`src/rtl/nes_joy_pkg.sv`:
```
// Shared types and constants for the NES controller ports at $4016/$4017.
// Button bit order in a pad vector, bit0 first: A,B,Select,Start,Up,Down,Left,Right.
package nes_joy_pkg;

  typedef enum logic [2:0] {
    BTN_A, BTN_B, BTN_SELECT, BTN_START, BTN_UP, BTN_DOWN, BTN_LEFT, BTN_RIGHT
  } btn_e;

  localparam int NUM_BTN = 8;
  localparam int NUM_KC  = 4;

  localparam logic [15:0] JOY1_ADDR = 16'h4016;
  localparam logic [15:0] JOY2_ADDR = 16'h4017;

  // Pad1: K J Space Enter W S A D
  localparam logic [7:0] KC1_A = 8'h0E, KC1_B = 8'h0D, KC1_SEL = 8'h2C, KC1_START = 8'h28;
  localparam logic [7:0] KC1_UP = 8'h1A, KC1_DOWN = 8'h16, KC1_LEFT = 8'h04, KC1_RIGHT = 8'h07;
  // Pad2: M N ] [ and the arrow keys
  localparam logic [7:0] KC2_A = 8'h10, KC2_B = 8'h11, KC2_SEL = 8'h30, KC2_START = 8'h2F;
  localparam logic [7:0] KC2_UP = 8'h52, KC2_DOWN = 8'h51, KC2_LEFT = 8'h50, KC2_RIGHT = 8'h4F;

  typedef logic [NUM_BTN-1:0][7:0] kc_map_t;

  // Index by btn_e; rightmost entry is BTN_A.
  localparam kc_map_t PAD1_MAP = {KC1_RIGHT, KC1_LEFT, KC1_DOWN, KC1_UP,
                                  KC1_START, KC1_SEL, KC1_B, KC1_A};
  localparam kc_map_t PAD2_MAP = {KC2_RIGHT, KC2_LEFT, KC2_DOWN, KC2_UP,
                                  KC2_START, KC2_SEL, KC2_B, KC2_A};
  localparam logic [1:0][NUM_BTN-1:0][7:0] PAD_MAPS = {PAD2_MAP, PAD1_MAP};

  typedef struct packed {
    logic wr_joy1;
    logic rd_joy1;
    logic rd_joy2;
  } bus_req_t;

endpackage

```
`src/rtl/joypad_shift.sv`:
```
// One controller's 4021-style shift register: parallel load while strobe is high,
// otherwise shift right on each read, filling with 1s.
import nes_joy_pkg::*;

module joypad_shift (
  input  logic               cpu_clk,
  input  logic               reset_n,
  input  logic               strobe,
  input  logic [NUM_BTN-1:0] load,
  input  logic               shift_en,
  output logic               q0
);

  logic [NUM_BTN-1:0] sr;

  always_ff @(posedge cpu_clk or negedge reset_n) begin
    if (!reset_n)      sr <= '0;
    else if (strobe)   sr <= load;
    else if (shift_en) sr <= {1'b1, sr[NUM_BTN-1:1]};
  end

  assign q0 = sr[0];

endmodule

```
`src/rtl/joypad_port.sv`:
```
// CPU-side responder for the NES controller ports: HID keycode decode, 2-flop sync,
// strobe register, serial read-out through D0. Define JOYPAD2_EN to populate pad2 at $4017.
import nes_joy_pkg::*;

module joypad_port #(
  parameter int         KC_W    = 8,
  parameter logic [7:0] IDLE_HI = 8'h40
) (
  input  logic        cpu_clk,
  input  logic        reset_n,
  input  logic [15:0] bus_addr,
  input  logic [7:0]  bus_din,
  input  logic        bus_wr_n,
  input  logic [31:0] keycode,
  output logic [7:0]  bus_out,
  output logic        bus_out_en
);

`ifdef JOYPAD2_EN
  localparam int NUM_PADS = 2;
`else
  localparam int NUM_PADS = 1;
`endif

  logic [NUM_PADS-1:0][NUM_BTN-1:0] btn_raw, btn_s1, btn_s2;
  logic [NUM_PADS-1:0]              q0, rd_hit;
  logic                             strobe, rd_bit;
  bus_req_t                         req;
  logic [6:0]                       unused_din;

  assign unused_din = bus_din[7:1];

  assign req.wr_joy1 = !bus_wr_n && (bus_addr == JOY1_ADDR);
  assign req.rd_joy1 =  bus_wr_n && (bus_addr == JOY1_ADDR);
  assign req.rd_joy2 =  bus_wr_n && (bus_addr == JOY2_ADDR);

  for (genvar p = 0; p < NUM_PADS; p++) begin : g_pad
    logic [NUM_BTN-1:0] dec;

    // A button is down if any of the four report slots carries its code; 00 = empty slot.
    always_comb begin
      dec = '0;
      for (int b = 0; b < NUM_BTN; b++)
        for (int k = 0; k < NUM_KC; k++)
          if (keycode[k*KC_W +: KC_W] != '0 && keycode[k*KC_W +: KC_W] == PAD_MAPS[p][b])
            dec[b] = 1'b1;
    end

    assign btn_raw[p] = dec;
    assign rd_hit[p]  = bus_wr_n && (bus_addr == JOY1_ADDR + 16'(p));

    joypad_shift u_shift (
      .cpu_clk  (cpu_clk),
      .reset_n  (reset_n),
      .strobe   (strobe),
      .load     (btn_s2[p]),
      .shift_en (rd_hit[p]),
      .q0       (q0[p])
    );
  end

  // keycode comes from the NIOS domain; the decoded vector is synchronised, not the raw word.
  always_ff @(posedge cpu_clk or negedge reset_n) begin
    if (!reset_n) begin
      btn_s1 <= '0;
      btn_s2 <= '0;
      strobe <= 1'b0;
    end else begin
      btn_s1 <= btn_raw;
      btn_s2 <= btn_s1;
      if (req.wr_joy1) strobe <= bus_din[0];
    end
  end

  always_comb begin
    rd_bit = 1'b0;
    for (int p = 0; p < NUM_PADS; p++)
      if (rd_hit[p]) rd_bit = q0[p];
  end

  // An unpopulated $4017 still answers, reading as open bus only.
  assign bus_out_en = req.rd_joy1 | req.rd_joy2;
  assign bus_out    = IDLE_HI | {7'b0, rd_bit};

endmodule

```
`config.mk`:
```
export PLATFORM = sky130hd
export DESIGN_NAME = joypad_port
export DESIGN_NICKNAME = d
export VERILOG_FILES = /design/src/rtl/nes_joy_pkg.sv /design/src/rtl/joypad_shift.sv /design/src/rtl/joypad_port.sv
export SDC_FILE = /design/constraint.sdc
export NUM_CORES = 1
export LEC_CHECK = 0
export ABC_AREA = 1
export CELL_PAD_IN_SITES_DETAIL_PLACEMENT = 0
export CELL_PAD_IN_SITES_GLOBAL_PLACEMENT = 1
export CORE_AREA = 4 4 83 85
export CTS_CLUSTER_DIAMETER = 150
export DETAILED_ROUTE_END_ITERATION = 10
export DIE_AREA = 0 0 87 89
export PLACE_DENSITY_LB_ADDON = 0.2
export SYNTH_ARGS = -nofsm -noshare
export SYNTH_HDL_FRONTEND = slang
export SYNTH_HIERARCHICAL = 1
export SYNTH_SLANG_ARGS = --single-unit
```
`constraint.sdc`:
```
create_clock -name cpu_clk -period 1.05 [get_ports cpu_clk]
set_clock_uncertainty 0.15 [all_clocks]
set_input_delay 0.105 -clock cpu_clk [delete_from_list [all_inputs] [get_ports cpu_clk]]
set_output_delay 0.105 -clock cpu_clk [all_outputs]
set_load 0.01 [all_outputs]
```
# --- Yosys cells after proc, flatten, opt, wreduce, memory -nomap -nowiden ---
# Index checks and enable logic that the tools add are counted.
word_totals:
  register_bits: 25
  input_bits: 59
  output_inout_bits: 9
  elab_cells: 115
op_classes:
  n_eq_ne: 34
  mux: 35
  bitwise_logic: 1
  n_reduce_logical: 41
op_table:
  columns: ["op", "count"]
  rows:
  - ["$eq 8x3->1 const B", 8]
  - ["$eq 8x4->1 const B", 8]
  - ["$eq 8x5->1 const B", 8]
  - ["$eq 8x6->1 const B", 8]
  - ["$logic_and 1x1->1", 35]
  - ["$mux 1", 33]
  - ["$eq 16x15->1 const B", 2]
  - ["$reduce_bool 8->1", 4]
  - ["$mux 8", 2]
  - ["$reduce_bool 2->1", 1]
  - ["$logic_not 1->1", 1]
  - ["$or 1x1->1", 1]

# --- Logic depth before layout (Yosys ltp) ---
depth:
  ltp_word: 6
  mapped_depth: 10
  mapped_depth_nobuf: 9

# --- By module ---
# The synthesis kept the hierarchy.
by_module_without_submodules:
  columns: ["mod", "instances", "cells_each", "area_each_um2", "seq_area_each_um2"]
  rows:
  - ["joypad_port", 1, 187, 1184.9, 425.4]
  - ["joypad_shift", 1, 43, 377.9, 200.2]

# --- Worst setup path before layout ---
# Ideal clock, no wire load.
synth_timing:
  path_kind: "input to register"
  start: "input bus_addr[2]"
  end: "register g_pad[0].u_shift.sr[1]"
  setup_time_ps: 124
  t_arrival_ps: 915
  required_ps: 776
  setup_slack_ps: -139
  cell_stages: 10
  path_buffers: 1
  path_cell_list: "inv_1 > nor2_1 > nand2_1 > nor2_2 > nand3_1 > inv_1 > buf_2 > nor2_8 > nand2_1 > nand3_1"
synth_via:
  elab_chain_cells: 3
synth_lines:
  columns: ["element", "line_no", "source"]
  rows:
  - ["start: declaration", "joypad_port.sv:11", "input logic [15:0] bus_addr,"]
  - ["$eq 16x15->1", "joypad_port.sv:50", "assign rd_hit[p] = bus_wr_n && (bus_addr == JOY1_ADDR + 16'(p));"]
  - ["$logic_and 1x1->1", "joypad_port.sv:50", null]
  - ["named net rd_hit", "joypad_port.sv:26", "logic [NUM_PADS-1:0] q0, rd_hit;"]
  - ["$reduce_bool 2->1 (no source line)", null, null]
  - ["end signal: assignment", "joypad_shift.sv:18", "else if (strobe) sr <= load;"]
  - ["end signal: assignment", "joypad_shift.sv:19", "else if (shift_en) sr <= {1'b1, sr[NUM_BTN-1:1]};"]
  - ["end: declaration", "joypad_shift.sv:14", "logic [NUM_BTN-1:0] sr;"]
# The timed path passes the listed nets, and every way through them passes these cells.
# A chain may end at the register's enable or synchronous reset.

# --- Final worst setup path ---
layout_timing:
  start: "register g_pad[0].u_shift.sr[0]"
  end: "output bus_out[0]"
layout_via:
  elab_chain_cells: 1
layout_lines:
  columns: ["element", "line_no", "source"]
  rows:
  - ["$mux 1", "joypad_port.sv:78", "if (rd_hit[p]) rd_bit = q0[p];"]
  - ["end: declaration", "joypad_port.sv:15", "output logic [7:0] bus_out,"]
# No other way between the ends.

==> results.cfg <==
[global_route]
grt_max_degree = 26
grt_pass1_vias = 1551
antenna_found_initial = 0
grt_util_all_layers_pct = 10.3
overflow = 0
grt_pass1_wl_mm = 6.42

[route]
met2_wirelength_mm = 2.10
ant_nets = 0
drt_iter0_markers = 34
drt-vias-per-instance = 4.19
first_pass_iters = 4
drc_errors = 0
wl_met1_mm = 1.67
vias = 1564
route.met3.wl_um = 129
route.detailed.wl_per_inst_um = 10.5
drt-total-wl_mm = 3.92
routed.top_layer = met4

[yosys]
synth_mux_area_share_pct = 0
synth_seq_cells = 25
synthSimpleGateAreaFrac_pct = 46.7
synth-adder-area-share_pct = 0
synth.distinct_cells = 17
synthXorXnorAreaFrac_pct = 0
synth_top_family_by_area = simple AND/OR/NAND/NOR gates
postSynthAreaPerCell_um2 = 6.79
synthesis.area_um2 = 1560
yosysSeqAreaShare_pct = 40.0
syn_inst = 230
synth_compound_area_share_pct = 0.320
yosysWarnings = 6

[finish]
finish.cell_count_without_fillers = 373
nNetsFinal = 356
antenna_cells = 0
final_common_cell = nand2_1
layout_common_cells = nand2_1 (38), nor2_1 (26), dfrtp_1 (24), nand3_1 (23)
drive_gt1_share_pct = 38.5
synthToLayoutAreaGrowth_pct = 66.0

[place]
place.gp.congestion = 0.767
io_buffer_count = 53
dpl.hpwl_mm = 3.08
dp.cells = 365

[power]
power_leakage_nw = 1.32
p_clk_share_pct = 29.2
finalPower_mw = 2.02
p_per_area_nw_per_um2 = 777
p_int_mw = 1.47
sw_frac_of_total_pct = 27.1
seq_power_share_pct = 48.4
peakVddDrop_uv = 654
comb_power_share_pct = 22.4
power.switching_mw = 0.546

[cts]
cts_tree = yes
clk_pin_slew_ns = 0.09
clk_path_buf_depth = 2
clkLatencyLatePin_ns = 0.27
clkSinkCount = 25
cts_root_buf = clkbuf_8
cts_buffers = 3
htreeDepth = 1

[sta]
finalSetupViolations = 1
min_period_ns = 1.13
fin_tns_setup_ns = -0.0805
slew_violations = 0
final.setup.worst_slack_ns = -0.0805
fmax_mhz = 885
period_share_pct = 108
rsz0062_at_grt = true
finalHoldViolCount = 0

[critical_path]
path_delay_family = flip-flops
crit_path_end_kind = output port
rr_worst_depth = 3
cp.depth = 3
critPathLaunchType = register
max_stage_delay_ns = 0.39
critPathBufInv = 2
cp_data_arrival_time_ns = 0.88
cp_max_fo = 2
critical-path-slowest-cell = dfrtp_1
worstPathCellList = inv_1 > nor2_1 > buf_2
critical_path_class = register to output port
cp_data_required_time_ns = 0.79

[floorplanning]
die_h_um = 89
rows = 29
die_x_um = 87
dieArea_um2 = 7740
start_util_pct = 25.2
ios = 68
core-area_um2 = 6200

[hold_path]
hp-class = input port to asynchronous set/reset pin

[run]
cap_violations = 0

[run_status]
violations = negative setup slack
run_status = finished, violations left
sequential cells by signal, indices dropped and copies added, names as in the netlist:
signal            cells
strobe                1
btn_s2                8
btn_s1                8
g_pad.u_shift/sr      8
stage by stage:
step	worst slack, ns	hold WS, ns	utilization (%)	instance area [um2]
floorplan	-0.0890	-0.341	-	1600
global placement	-0.975	0.183	36.2	2250
detailed placement	-0.977	0.185	36.2	2250
CTS	-0.105	0.0240	38.0	2360
global route	-0.159	0.0406	41.8	2590
finish	-0.0805	0.0211	41.8	2590
cells in the mapped netlist:
cell type | instances | area [um2]
a21oi_1 | 1 | 5.00
nor2_1 | 37 | 139
nor3_1 | 26 | 130
nor2_4 | 3 | 33.8
inv_1 | 30 | 113
nor2_8 | 1 | 20.0
buf_2 | 1 | 5.00
dfrtp_1 | 25 | 626
nor2_2 | 3 | 18.8
inv_4 | 1 | 6.26
nand4_1 | 2 | 12.5
or2_0 | 1 | 6.26
buf_4 | 8 | 60.1
nand3_1 | 31 | 155
nand2_1 | 57 | 214
buf_6 | 1 | 11.3
conb_1 | 2 | 7.51
power groups by stage:
stage          logic (mW)  clock network [mW]  registers, mW
5_1_grt             0.499               0.642          0.977
6_report            0.451               0.590          0.976
3_3_place_gp        0.401                   0          0.995
4_1_cts             0.404               0.614          0.976
3_5_place_dp        0.402                   0          0.995
2_1_floorplan       0.143                   0          0.994
kinds of logic after synthesis:
group,after synthesis
flip-flops,25
AND/OR/NAND/NOR,161
buffers and inverters,41
AO/OA/AOI/OAI,1
other,2
metal layers:
| layer | GRT usage [%] | vias up |
|---|---|---|
| met1 | 12.0 | 698 |
| met3 | 1.75 | 2 |
| met4 | 2.55 | 0 |
| li1 | - | 840 |
| met5 | 0 | - |
| met2 | 19.6 | 24 |
cell type report:
cell class | count | area [um2]
tap | 77 | 96.3
timing repair buffer | 67 | 652
multi-input combinational | 169 | 1030
inverter | 31 | 134
clock inverter | 1 | 8.76
clock buffer | 3 | 41.3
fill | 662 | 3610
sequential | 25 | 627
final timing paths:
check / startpoint / end / slack, ns
worst max-delay path: g_pad[0].u_shift/sr[0] / bus_out[0] / -0.08
max in group asynchronous: reset_n / strobe / 0.57
min in group cpu_clk: keycode[13] / btn_s1[5] / 0.10
worst min-delay path: reset_n / g_pad[0].u_shift/sr[0] / 0.02
worst max register to register: strobe / g_pad[0].u_shift/sr[0] / 0
worst min register to register: btn_s1[4] / btn_s2[4] / 0.20
repair_timing:
item	in CTS	in global routing
gates cloned	0	0
setup endpoints to repair	18	18
pin swaps	42	22
hold buffers	0	0
gates resized for setup	103	78
setup buffers	2	3
No activity file was read; power rests on OpenSTA's default activity.
